File: src/rtl/fifo_unpacker_128_pkg.sv
// Shared constants for the 128-bit FIFO unpacker: FSM state codes, default
// widths and the lane-index width helper.
package fifo_unpacker_128_pkg;

    localparam int DEF_IN_WIDTH  = 128;
    localparam int DEF_OUT_WIDTH = 32;

    localparam logic [1:0] ST_IDLE = 2'd0;
    localparam logic [1:0] ST_WAIT = 2'd1;
    localparam logic [1:0] ST_EMIT = 2'd2;

    function automatic int lane_w(input int ratio);
        return (ratio <= 1) ? 1 : $clog2(ratio);
    endfunction

endpackage

File: src/rtl/fifo_unpacker_128.sv
// Drains IN_WIDTH words from a simple FIFO and emits them as OUT_WIDTH lanes on
// a valid/ready stream. Define UNPACK_MSB_FIRST_EN to emit the top lane first.
module fifo_unpacker_128
    import fifo_unpacker_128_pkg::*;
#(
    parameter int IN_WIDTH  = DEF_IN_WIDTH,
    parameter int OUT_WIDTH = DEF_OUT_WIDTH
) (
    input  logic                 clk,
    input  logic                 reset,
    output logic                 fifo_re,
    input  logic [IN_WIDTH-1:0]  fifo_dout,
    input  logic                 fifo_empty,
    output logic [OUT_WIDTH-1:0] out_data,
    output logic                 out_valid,
    input  logic                 out_ready,
    output logic                 out_last,
    output logic [31:0]          lane_count
);

    localparam int RATIO = IN_WIDTH / OUT_WIDTH;
    localparam int LW    = lane_w(RATIO);
    localparam logic [LW-1:0] LAST_LANE = LW'(RATIO - 1);

    logic [1:0]          state;
    logic [LW-1:0]       lane;
    logic [LW-1:0]       sel;
    logic [IN_WIDTH-1:0] word;
    logic                at_last;
    logic                hs;

    assign at_last = (lane == LAST_LANE);
    assign hs      = reset && (state == ST_EMIT) && out_ready;

`ifdef UNPACK_MSB_FIRST_EN
    assign sel = LAST_LANE - lane;
`else
    assign sel = lane;
`endif

    assign out_valid = reset && (state == ST_EMIT);
    assign out_last  = out_valid && at_last;
    assign out_data  = reset ? word[sel*OUT_WIDTH +: OUT_WIDTH] : '0;

    // The final-lane handshake pops the next word in the same cycle, so a
    // busy stream costs only one bubble per word.
    always_comb begin
        fifo_re = 1'b0;
        if (reset) begin
            case (state)
                ST_IDLE: fifo_re = !fifo_empty;
                ST_EMIT: fifo_re = hs && at_last && !fifo_empty;
                default: fifo_re = 1'b0;
            endcase
        end
    end

    always_ff @(posedge clk) begin
        if (!reset) begin
            state      <= ST_IDLE;
            lane       <= '0;
            word       <= '0;
            lane_count <= '0;
        end else begin
            case (state)
                ST_IDLE: begin
                    if (fifo_re) state <= ST_WAIT;
                end
                ST_WAIT: begin
                    word  <= fifo_dout;
                    lane  <= '0;
                    state <= ST_EMIT;
                end
                ST_EMIT: begin
                    if (hs) begin
                        if (!at_last) lane <= lane + 1'b1;
                        else          state <= fifo_re ? ST_WAIT : ST_IDLE;
                    end
                end
                default: state <= ST_IDLE;
            endcase
            if (hs) lane_count <= lane_count + 32'd1;
        end
    end

endmodule

File: config.mk
export PLATFORM = sky130hd
export DESIGN_NAME = fifo_unpacker_128
export DESIGN_NICKNAME = d
export VERILOG_FILES = /design/src/rtl/fifo_unpacker_128_pkg.sv /design/src/rtl/fifo_unpacker_128.sv
export SDC_FILE = /design/constraint.sdc
export NUM_CORES = 1
export LEC_CHECK = 0
export BUFFER_PORTS_ARGS = -buffer_cell sky130_fd_sc_hd__buf_2
export CAP_MARGIN = 20
export CORE_MARGIN = 1.5
export CORE_UTILIZATION = 52
export DETAILED_ROUTE_END_ITERATION = 6
export PLACE_DENSITY_LB_ADDON = 0.08
export RECOVER_POWER = 100
export SKIP_CTS_REPAIR_TIMING = 1
export SLEW_MARGIN = 20
export SYNTH_ARGS = -nofsm -noshare
export SYNTH_HDL_FRONTEND = slang
export SYNTH_SLANG_ARGS = --single-unit
export TNS_END_PERCENT = 20
File: constraint.sdc
create_clock -name clk -period 2.1 [get_ports clk]
set_input_delay 0.105 -clock clk [delete_from_list [all_inputs] [get_ports clk]]
set_output_delay 0.105 -clock clk [all_outputs]
set_load 0.03 [all_outputs]
## Word level (Yosys, flattened, before mapping)

Cells that the tools add are included.

- Multiply operators: 0
- Multiplexer cells: 11
- Reductions and logical operators: 10
- Add/sub/neg operators: 2
- Bitwise logic cells: 0
- $lt $le $gt $ge: 0
- Div/mod/pow operators: 0
- Equality and inequality tests: 7
- Shift operators: 1

Operator list:

| cell | number |
|---|---|
| $shiftx A128 B8 Y32 | 1 |
| $add A32 B1 Y32 const B | 1 |
| $mux W32 | 1 |
| $mux W2 | 5 |
| $ne A2 B2 Y1 const B | 4 |
| $pmux W2 S3 | 1 |
| $reduce_and A3 Y1 | 2 |
| $logic_and A1 B1 Y1 | 5 |
| $eq A2 B2 Y1 const B | 2 |
| $pmux W2 S2 | 1 |
| $add A2 B1 Y2 const B | 1 |
| $eq A2 B1 Y1 const B | 1 |
| $logic_not A2 Y1 | 1 |
| $mux W1 | 2 |
| $pmux W1 S2 | 1 |
| $reduce_bool A2 Y1 | 1 |
| $logic_not A1 Y1 | 1 |

- Memory bits (writable): 0
- ROM bits: 0
- Memories: 0
- Register bits after elaboration: 164
- Input port bits: 132
- Word-level logic and storage cells: 35
- Output and inout port bits: 67
- Bits in latches: 0

## Logic depth before layout (Yosys ltp)

- Depth after elaboration: 11
- Depth in mapped cells: 7
- Mapped depth without buffers: 5

## Worst setup path before layout

No wires, ideal clock.

- Path type: flip-flop to flip-flop
- Start: register lane_count[4]
- End: register lane_count[31]
- Required time: 2.030 ns
- Arrival time: 2.007 ns
- Path slack: 0.023 ns
- Cell stages (with the launch flop): 6
- Clock period less this slack: 2.077 ns
- Library setup time: 0.070 ns
- Path buffers: 1
- Path through: dfxtp_1 -> nand4_2 -> or4_1 -> buf_2 -> or4_1 -> a21oi_1

- Word-level cells in the longest chain between the ends: 1

Ends and longest elaborated chain:

| item | RTL line | RTL |
|---|---|---|
| start: declaration | fifo_unpacker_128.sv:18 | `output logic [31:0] lane_count` |
| start signal: assignment | fifo_unpacker_128.sv:82 | `if (hs) lane_count <= lane_count + 32'd1;` |
| $add A32 B1 Y32 | fifo_unpacker_128.sv:82 |  |

Every way passes these cells.
A chain may end at the register's enable or synchronous reset.

## Worst setup path after layout

- Start: register lane[0]
- End: output port fifo_re

- Word-level cells in the longest chain between the ends: 5

Ends and longest elaborated chain:

| item | RTL line | RTL |
|---|---|---|
| start: declaration | fifo_unpacker_128.sv:26 | `logic [LW-1:0] lane;` |
| start signal: assignment | fifo_unpacker_128.sv:76 | `if (!at_last) lane <= lane + 1'b1;` |
| $eq A2 B2 Y1 | fifo_unpacker_128.sv:32 | `assign at_last = (lane == LAST_LANE);` |
| $logic_and A1 B1 Y1 (2 in series) | fifo_unpacker_128.sv:52 | `ST_EMIT: fifo_re = hs && at_last && !fifo_empty;` |
| $pmux W1 S2 | fifo_unpacker_128.sv:50 | `case (state)` |
| $mux W1 | fifo_unpacker_128.sv:49 | `if (reset) begin` |
| end: declaration | fifo_unpacker_128.sv:11 | `output logic fifo_re,` |

Every way passes these cells.

==> results_dict.tcl <==
set metrics [dict create \
    pin_count 199 \
    grt_use_total_pct 24.6 \
    layout_setup_ws_ps 13.8 \
    synth_edf_count 0 \
    power_frac_seq_pct 43.5 \
    vdd_ir_drop_max_mv 0.863 \
    clk_pin_slew_ps 60 \
    synthCells 833 \
    routedWlPerCell_um 15.7 \
    grt_start_max_net_pins 129 \
    setup_viol 0 \
    end_kind "output pin" \
    hpwl_um 11100 \
    drtAntennaViolNets 0 \
    crit_required_ps 2000 \
    nets 1270 \
    gp_congestion 0.791 \
    initial_core_util_pct 53.2 \
    status "completed" \
    die-width_um 119 \
    period_share_pct 99.3 \
    arrival_ps 1980 \
    p_int_mw 5.87 \
    antenna_found_initial 0 \
    muxShareOfSynthArea_pct 10.3 \
    synth_warnings 0 \
    layout_commonest_cell "nand2_1" \
    fillers 962 \
    grt_pass1_wl_um 27800 \
    tightest_slew_ps 937 \
    cts_buffer_depth 2 \
    synthAdderAreaFrac_pct 0.356 \
    clock_skew_ps 11.1 \
    cts-buffers-inserted 17 \
    rr_worst_depth 5 \
    switching_power_mw 1.72 \
    place_ws_ps 122 \
    first_global_vias 5669 \
    synth_compound_area_share_pct 13.4 \
    avgSynthCellArea_um2 8.43 \
    final_cell_mix "nand2_1, dfxtp_1, a21oi_1" \
    power.share.clock_pct 45.2 \
    syn_to_final_growth_pct 44.5 \
    share_comb_of_total_power_pct 11.4 \
    ys_ff_latch 164 \
    worstHoldPathCells 4 \
    fmax_ghz 0.479 \
    rr_startpoint "state[0]" \
    cts_max_level 4 \
    finalCriticalPeriod_ps 2090 \
    detail_route.iter0.violations 576 \
    synth-simple-area-share_pct 24.4 \
    setup.worst_path.start_class "register" \
    reg2reg_slack_ps 120 \
    clock-sinks 164 \
    synthTopCellsByArea "dfxtp_1, nand2_1, a21oi_1" \
    synth-xor-area-share_pct 1.12 \
    ys_types 34 \
    final_max_slew_viol_count 0 \
    die_y_um 119 \
    crit_fanout 14 \
    synth_flop_cell "dfxtp_1" \
    cts_tree "yes" \
    leakagePower_nw 3.91 \
    finalHoldViolations 0 \
    path_class "register to output pin" \
    port_buffers 198 \
    cap_violations 0 \
    reg2reg_to "word[9]" \
    num_vias 7144 \
    whs_ps 307 \
    clk_latency_ps 430 \
    drt_wl_total_um 20800 \
    synth_top_area_cell "dfxtp_1" \
    powerDensity_nw_per_um2 748 \
    diodes 0 \
    min-delay-start "reset" \
    hold_end "lane_count[1]" \
    design.core.area_um2 13200 \
    min_path_type "primary input to register" \
    syn_nets 967 \
    row_count 42 \
    synth_top_family_by_area "simple AND/OR/NAND/NOR gates" \
    die-area_um2 14200 \
    root_buffer "clkbuf_16" \
    switching_share_pct 22.6 \
    post-route-drc-count 0 \
    firstDrtPassIters 4 \
    overflow 0 \
    relSlewSlack_pct 37.5 \
    synth_area_um2 7020 \
    drive_gt1_share_pct 21.8 \
    synth-async-reset-ratio_pct 0 \
    ys_seq_area_share_pct 46.7 \
    routed_via_density 5.39 \
    netlist.area_leader.share_pct 46.7 \
]
-- stage by stage --
step / TNS [ps] / power [mW] / util [%] / instance area, um2 / cells
global route: -160 / 7.88 / 76.9 / 10100 / 1325
floorplan: 0 / 3.75 / - / 7020 / 833
global placement: 0 / 4.02 / 62.8 / 8280 / 1163
CTS: 0 / 7.43 / 67.7 / 8930 / 1195
finish: 0 / 7.59 / 76.9 / 10100 / 1325
detailed placement: 0 / 4.03 / 62.8 / 8280 / 1163
-- Yosys cell counts (7+ instances only) --
library cell / number
or4_1: 17
dfxtp_1: 164
nand2_1: 271
and2_1: 33
buf_1: 10
nand3_1: 11
nand4_1: 9
or3_1: 7
nor2_1: 10
and3_1: 7
clkbuf_1: 52
o31ai_1: 15
a21oi_1: 151
mux4_2: 32
-- power by group through the flow --
stage	Clock [mW]	Sequential, mW	Combinational, mW
2_1_floorplan	0	3.35	0.397
3_3_place_gp	0	3.36	0.655
3_5_place_dp	0	3.37	0.661
4_1_cts	3.47	3.30	0.664
5_1_grt	3.63	3.31	0.937
6_report	3.43	3.30	0.864
-- worst max path at each step --
stage	slack, ps	depth (start not counted)	to	from
floorplan	20	5	lane_count[31]	lane_count[4]
finish	10	5	fifo_re	lane[0]
detailed placement	120	4	lane_count[31]	lane_count[6]
global route	-60	5	word[9]	state[0]
global placement	180	4	lane_count[31]	lane_count[6]
CTS	10	5	fifo_re	lane[0]
-- final cells by class --
class / instances / area, um2 / share of cell area (%)
multi-input combinational: 600 / 3460 / 34.1
sequential: 164 / 3290 / 32.4
tap: 176 / 220 / 2.17
timing repair buffer: 351 / 2520 / 24.8
inverter: 2 / 10.0 / 0.0987
clock buffer: 23 / 478 / 4.71
clock inverter: 9 / 174 / 1.71
-- state kept, by name, indices dropped and copies added (netlist names) --
register	flops
lane_count	32
state	2
lane	2
word	128
-- per-layer routing --
metal	vias up	track usage [%]	wire length, um
met1	3393	33.2	8700
li1	3468	-	-
met4	0	6.63	425
met2	241	38.5	10500
met3	42	7.28	1160
met5	-	0	0
-- cell families (layout without fill, tap and decap cells) --
logic type      Yosys count  in the layout
fa+ha+maj                 2              2
compound gates          177            177
buf+inv                  69            385
mux                      32             32
xor+xnor                  9              9
simple gates            380            380
flops                   164            164
-- critical path: stages, from the launching register on --
cell and delay [ps]:
dfxtp_2 360, buf_6 220, ha_1 210, a21boi_0 150, nor4_1 340, buf_2 280
(Power assumes the default switching activity.)
